### src/rtl/div_unit_if.sv
// Divider request/response bundle between the execute stage and div_unit.
interface div_unit_if #(
  parameter int unsigned XLEN = 32
);
  logic            start_i;
  logic [1:0]      op_i;
  logic [XLEN-1:0] rs1_data_i;
  logic [XLEN-1:0] rs2_data_i;
  logic [4:0]      rd_addr_i;
  logic            flush_i;
  logic            busy_o;
  logic            done_o;
  logic [XLEN-1:0] result_o;
  logic [4:0]      rd_addr_o;

  modport master (
    output start_i, op_i, rs1_data_i, rs2_data_i, rd_addr_i, flush_i,
    input  busy_o, done_o, result_o, rd_addr_o
  );

  modport slave (
    input  start_i, op_i, rs1_data_i, rs2_data_i, rd_addr_i, flush_i,
    output busy_o, done_o, result_o, rd_addr_o
  );
endinterface

### src/rtl/div_unit.sv
// Iterative RV32M divider (DIV/DIVU/REM/REMU): restoring division on operand
// magnitudes, one quotient bit per cycle, sign correction in a final FIX cycle.
module div_unit #(
  parameter int unsigned XLEN = 32
) (
  input logic       clk,
  input logic       rst,
  div_unit_if.slave bus
);
  localparam int unsigned CW = $clog2(XLEN);

  typedef enum logic [1:0] {IDLE, CALC, FIX, DONE} state_t;

  state_t          state, state_next;
  logic [CW-1:0]   cnt;
  logic [XLEN-1:0] dvd, dvs, quot, rem;
  logic [1:0]      op_q;
  logic            neg_q, neg_r;
  logic [4:0]      rd_q;
  logic            busy, done;
  logic [XLEN-1:0] result;
  logic [4:0]      rd_out;

  // Accept-cycle decode
  logic            signed_op, a_neg, b_neg, div_zero, ovf, special;
  logic [XLEN-1:0] a_mag, b_mag, special_res;
  // Iteration datapath
  logic [XLEN:0]   part;
  logic            ge;
  logic [XLEN-1:0] diff;
  // Final sign fix
  logic [XLEN-1:0] q_fix, r_fix, fix_res;

  assign signed_op   = ~bus.op_i[0];
  assign a_neg       = signed_op & bus.rs1_data_i[XLEN-1];
  assign b_neg       = signed_op & bus.rs2_data_i[XLEN-1];
  assign a_mag       = a_neg ? -bus.rs1_data_i : bus.rs1_data_i;
  assign b_mag       = b_neg ? -bus.rs2_data_i : bus.rs2_data_i;
  assign div_zero    = (bus.rs2_data_i == '0);
  assign ovf         = signed_op && (bus.rs1_data_i == {1'b1, {(XLEN-1){1'b0}}})
                       && (bus.rs2_data_i == '1);
  assign special     = div_zero | ovf;
  // Divide-by-zero: quotient all ones, remainder = dividend.
  // Signed overflow: quotient = dividend (most negative), remainder 0.
  assign special_res = div_zero ? (bus.op_i[1] ? bus.rs1_data_i : '1)
                                : (bus.op_i[1] ? '0 : bus.rs1_data_i);

  // Partial remainder keeps XLEN+1 bits so the compare never truncates; since
  // rem < dvs always holds, the difference fits back into XLEN bits.
  assign part = {rem, dvd[XLEN-1]};
  assign ge   = (part >= {1'b0, dvs});
  assign diff = part[XLEN-1:0] - dvs;

  assign q_fix   = neg_q ? -quot : quot;
  assign r_fix   = neg_r ? -rem : rem;
  assign fix_res = op_q[1] ? r_fix : q_fix;

  assign bus.busy_o    = busy;
  assign bus.done_o    = done;
  assign bus.result_o  = result;
  assign bus.rd_addr_o = rd_out;

  // State register
  always_ff @(posedge clk) begin
    if (rst) state <= IDLE;
    else     state <= state_next;
  end

  // Next-state logic; flush aborts from any state
  always_comb begin
    state_next = state;
    if (bus.flush_i) begin
      state_next = IDLE;
    end else begin
      unique case (state)
        IDLE: if (bus.start_i) state_next = special ? DONE : CALC;
        CALC: if (cnt == '0)   state_next = FIX;
        FIX:                   state_next = DONE;
        DONE:                  state_next = IDLE;
        default:               state_next = IDLE;
      endcase
    end
  end

  // Datapath and registered outputs
  always_ff @(posedge clk) begin
    if (rst) begin
      cnt    <= '0;
      dvd    <= '0;
      dvs    <= '0;
      quot   <= '0;
      rem    <= '0;
      op_q   <= '0;
      neg_q  <= 1'b0;
      neg_r  <= 1'b0;
      rd_q   <= '0;
      busy   <= 1'b0;
      done   <= 1'b0;
      result <= '0;
      rd_out <= '0;
    end else begin
      busy <= (state_next != IDLE);
      done <= (state_next == DONE);
      unique case (state)
        IDLE: begin
          if (bus.start_i && !bus.flush_i) begin
            op_q  <= bus.op_i;
            neg_q <= a_neg ^ b_neg;
            neg_r <= a_neg;
            dvd   <= a_mag;
            dvs   <= b_mag;
            quot  <= '0;
            rem   <= '0;
            cnt   <= CW'(XLEN-1);
            rd_q  <= bus.rd_addr_i;
            if (special) begin
              result <= special_res;
              rd_out <= bus.rd_addr_i;
            end
          end
        end
        CALC: begin
          dvd  <= dvd << 1;
          rem  <= ge ? diff : part[XLEN-1:0];
          quot <= {quot[XLEN-2:0], ge};
          if (cnt != '0) cnt <= cnt - 1'b1;
        end
        FIX: begin
          // Outputs only change on completion, so a flush here keeps the old result
          if (!bus.flush_i) begin
            result <= fix_res;
            rd_out <= rd_q;
          end
        end
        default: ;
      endcase
    end
  end
endmodule

### src/flat_wrapper.sv
// flat-port wrapper written by rule: the top's interface ports become plain ports
module div_unit_flat 
#(
  parameter int unsigned XLEN = 32
)
  (clk, rst, bus_start_i, bus_op_i, bus_rs1_data_i, bus_rs2_data_i, bus_rd_addr_i, bus_flush_i, bus_busy_o, bus_done_o, bus_result_o, bus_rd_addr_o);
  div_unit_if #(.XLEN(XLEN)) bus_i ();
  input logic clk;
  input logic rst;
  input wire logic [$bits(bus_i.start_i)-1:0] bus_start_i;
  input wire logic [$bits(bus_i.op_i)-1:0] bus_op_i;
  input wire logic [$bits(bus_i.rs1_data_i)-1:0] bus_rs1_data_i;
  input wire logic [$bits(bus_i.rs2_data_i)-1:0] bus_rs2_data_i;
  input wire logic [$bits(bus_i.rd_addr_i)-1:0] bus_rd_addr_i;
  input wire logic [$bits(bus_i.flush_i)-1:0] bus_flush_i;
  output wire logic [$bits(bus_i.busy_o)-1:0] bus_busy_o;
  output wire logic [$bits(bus_i.done_o)-1:0] bus_done_o;
  output wire logic [$bits(bus_i.result_o)-1:0] bus_result_o;
  output wire logic [$bits(bus_i.rd_addr_o)-1:0] bus_rd_addr_o;
  assign bus_i.start_i = bus_start_i;
  assign bus_i.op_i = bus_op_i;
  assign bus_i.rs1_data_i = bus_rs1_data_i;
  assign bus_i.rs2_data_i = bus_rs2_data_i;
  assign bus_i.rd_addr_i = bus_rd_addr_i;
  assign bus_i.flush_i = bus_flush_i;
  assign bus_busy_o = bus_i.busy_o;
  assign bus_done_o = bus_i.done_o;
  assign bus_result_o = bus_i.result_o;
  assign bus_rd_addr_o = bus_i.rd_addr_o;
  div_unit #(.XLEN(XLEN)) u_core (.clk(clk), .rst(rst), .bus(bus_i));
endmodule
### config.mk
export PLATFORM = sky130hd
export DESIGN_NAME = div_unit_flat
export DESIGN_NICKNAME = d
export VERILOG_FILES = /design/src/rtl/div_unit_if.sv /design/src/rtl/div_unit.sv /design/src/flat_wrapper.sv
export SDC_FILE = /design/constraint.sdc
export NUM_CORES = 1
export LEC_CHECK = 0
export BUFFER_PORTS_ARGS = -buffer_cell sky130_fd_sc_hd__buf_2
export CORE_ASPECT_RATIO = 2
export CORE_MARGIN = 4
export CORE_UTILIZATION = 60
export CTS_CLUSTER_DIAMETER = 50
export DETAILED_ROUTE_END_ITERATION = 6
export GPL_TIMING_DRIVEN = 0
export PLACE_DENSITY_LB_ADDON = 0.1
export SLEW_MARGIN = 20
export SYNTH_ARGS = -nofsm -noshare
export SYNTH_HDL_FRONTEND = slang
export SYNTH_SLANG_ARGS = --single-unit
### constraint.sdc
create_clock -name clk -period 9 [get_ports clk]
set_clock_uncertainty 0.15 [all_clocks]
set_input_delay 1.35 -clock clk [delete_from_list [all_inputs] [get_ports clk]]
set_output_delay 1.35 -clock clk [all_outputs]
set_load 0.01 [all_outputs]
==> results by group <==
Run status
  – Status: completed

Worst setup path
  – WP buf/inv: 3
  – R2R depth: 12
  – R2r endpoint: u_core.rem[18]
  – Setup crit start kind: input pin
  – Critical path origin: bus_rs2_data_i[5]
  – Crit-path max cell delay: 0.54 ns
  – Worst setup path end: u_core.bus.result_o[23]
  – Crit path kind: input pin to flop
  – Crit. End Element: flop
  – Critical Path RT: 9.24 ns
  – Crit Path Max Fanout: 10
  – R2R setup slack: 5.27 ns
  – Arr. time, crit path: 4.60 ns
  – Slowest cell on crit path: nor4b_4
  – RR Startpoint: u_core.rem[19]
  – Stages on worst setup path: 12
  – Crit-path leading delay family: simple AND/OR/NAND/NOR gates
  – Critical-path cell list: buf_2 -> nor4_1 -> nand2_1 -> or3_1 -> clkbuf_1 -> nor4b_4 -> or3_1 -> a21oi_2 -> nor3_4 -> buf_2 -> o211ai_1 -> a21oi_1

Clock network
  – Clk sinks: 182
  – Worst skew pair latency: 0.47 ns
  – Worst-path clk slew: 0.07 ns
  – Maximum clock path buffer count: 2
  – Buffers inserted by post-CTS timing repair: 0
  – CTS tree: built
  – CTS resizes: 0
  – Htree depth: 4
  – Num CTS Buffers: 17
  – Hold_buf cts: 0
  – CTS Root Cell: clkbuf_16

STA
  – Final Max Slew Viols: 0
  – Setup violators final: 0
  – Worst-Margin Slew: 0.887 ns
  – Final count of hold timing violations: 0
  – Setup TNS: 0 ns
  – RSZ-0062 raised after global routing: no
  – Slew headroom: 40.7%
  – FMAX: 229 MHz
  – Period minus WS final: 4.36 ns
  – Crit share post-route: 48.5%

Routing
  – DRT antenna net count: 0
  – DR iter-0 viols: 947
  – Routed WL: 43.9 mm
  – # DRC: 0
  – Wire per inst: 22.1 um
  – Routed via count: 12.8k
  – Iteration count of the initial detailed-routing pass: 6
  – DR vias/cell: 6.45

Yosys
  – Post-Synthesis Cell Area: 0.0120 sq mm
  – Main synth FF type: dfxtp_1
  – Number of flops mapped to enable cells by yosys: 0
  – Synthesized area per cell: 7.56 sq um
  – Synth Warn #: 0
  – Library cells used by synthesis: 69
  – Syn Inst Count: 1,586
  – Sequential area share after synthesis: 30.4%
  – Yosys reg bits: 182
  – Async set-or-reset flop fraction in the synthesized netlist: 0%
  – Mapped Nets: 1,700

Die
  – Core Box Area: 0.0195 sq mm
  – Die ar.: 0.0224 sq mm
  – Io pins: 114
  – Die height: 208 um
  – Initial cell density of the core: 61.3%
  – Rows: 72
  – Die width: 108 um

Finish
  – Register area: 0.00364 sq mm
  – Area of the multi-input gates: 0.00771 sq mm
  – Area delta synth->final: 12.0%
  – Inserted Diodes: 0
  – Final Cell Area: 0.0134 sq mm
  – Share of layout cells above drive strength 1: 9.50%
  – Layout fillers: 1,824
  – NumNets Final: 1,830

Hold path
  – Hold/Removal Path Class: flop to flop

Global route
  – Largest net degree at the start of global routing: 17
  – Global route overflow: 0
  – Initial antenna violation count: 0
  – Vias in the first global route: 12.4k
  – Overall Global Routing Usage: 38.6%
  – First-pass GRT wire length: 66.2 mm

Placement
  – Port bufs: 111
  – Routability cong.: 1.05
  – Placed Area: 0.0129 sq mm
  – Post-DP HPWL: 34.6 mm

Power and ir drop
  – Max rail drop VDD: 106 uV
  – Static Leak: 5.12 nW
  – Power per cell area: 148 mW/mm^2

Flow run
  – Max-cap violations: 0
## cells in the mapped netlist (all sizes together) (12+ instances only)
cell type	count	area share [%]
nand2	198	6.2
dfxtp	182	30
a21oi	150	6.3
nor2	149	4.7
o21ai	94	3.9
clkbuf	89	2.8
xor2	77	5.6
xnor2	64	4.7
a211oi	60	3.8
inv	56	1.8
nand3	45	1.9
ha	38	4.0
a22oi	37	2.3
nor3	32	1.4
maj3	27	2.3
o31ai	24	1.5
buf	20	0.74
o41ai	19	1.4
or3	18	0.94
a311oi	15	1.1
nand4	15	0.78
nor4	15	0.83
a32oi	13	0.95
nand2b	13	0.68
or4	13	0.81
a31oi	12	0.63
## worst register-to-register path, delay by kind of cell (launching register included)
family          cells  cell delay, ns
compound gates      4            1.02
flops               1            0.50
fa+ha+maj           1            0.28
simple gates        4            0.65
buf+inv             3            1.07
## cell type report
| class | instances | share of cell area (%) |
|---|---|---|
| inverters | 56 | 1.57 |
| clock inverters | 6 | 0.326 |
| clock buffers | 24 | 3.81 |
| well taps | 259 | 2.41 |
| flip-flops and latches | 182 | 27.1 |
| repair buffers | 111 | 4.14 |
| plain buffers | 109 | 3.15 |
| multi-input cells | 1239 | 57.5 |
## layer usage
metal  GRT usage, %  wire, um
met1           37.1     14400
met2           68.4     22300
met3           6.54      2740
met4           33.9      4510
met5              0         0
## power by group
part           internal [mW]  switching, mW
clock network          0.394          0.330
logic                  0.138          0.269
registers              0.834         0.0198
## worst min path at each step
stage / from / endpoint / slack (ns) / cells after the start
detailed placement: u_core.bus.result_o[29] / u_core.bus.result_o[29] / 0.30 / 2
CTS: u_core.bus.result_o[29] / u_core.bus.result_o[29] / 0.31 / 2
global route: u_core.bus.result_o[25] / u_core.bus.result_o[25] / 0.32 / 2
finish: u_core.bus.result_o[29] / u_core.bus.result_o[29] / 0.30 / 2
floorplan: u_core.dvd[1] / u_core.dvd[2] / 0.28 / 2
global placement: u_core.dvs[31] / u_core.dvs[31] / 0.29 / 2
## placed cells by master (no fill, tap or decap), drive strengths merged, types with 45 or more instances in the layout
cell type	synthesis	layout
nand2	198	198
dfxtp	182	182
a21oi	150	150
nor2	149	149
buf	20	131
clkbuf	89	113
o21ai	94	94
xor2	77	77
xnor2	64	64
a211oi	60	60
inv	56	56
nand3	45	45
## kinds of logic after synthesis
kind of cell	share of synthesized area [%]
AO/OA/AOI/OAI	26.6
XOR/XNOR	10.3
adder cells (fa/ha/maj)	6.39
buffers and inverters	5.28
flip-flops	30.4
multiplexers	0.584
AND/OR/NAND/NOR	20.5
## sequential cells by signal (all words and copies together) (netlist names)
name	cells
u_core.dvd	32
u_core.rd_q	5
u_core.bus.done_o	1
u_core.bus.busy_o	1
u_core.cnt	5
u_core.state	2
u_core.dvs	32
u_core.neg_q	1
u_core.quot	32
u_core.neg_r	1
u_core.bus.rd_addr_o	5
u_core.rem	32
u_core.bus.result_o	32
u_core.op_q	1
## metrics by stage
step                std cells  worst slack (ns)  hold slack (ns)  total power [mW]  utilization [%]
finish                   1986              4.64            0.302              1.99             68.7
global route             1986              4.52            0.324              2.05             68.7
global placement         1956              4.28            0.291              1.26             65.8
floorplan                1586              5.04            0.282              1.13                -
CTS                      1986              4.73            0.307              1.97             68.7
detailed placement       1956              4.25            0.299              1.27             65.8
No activity file was read; power rests on OpenSTA's default activity.
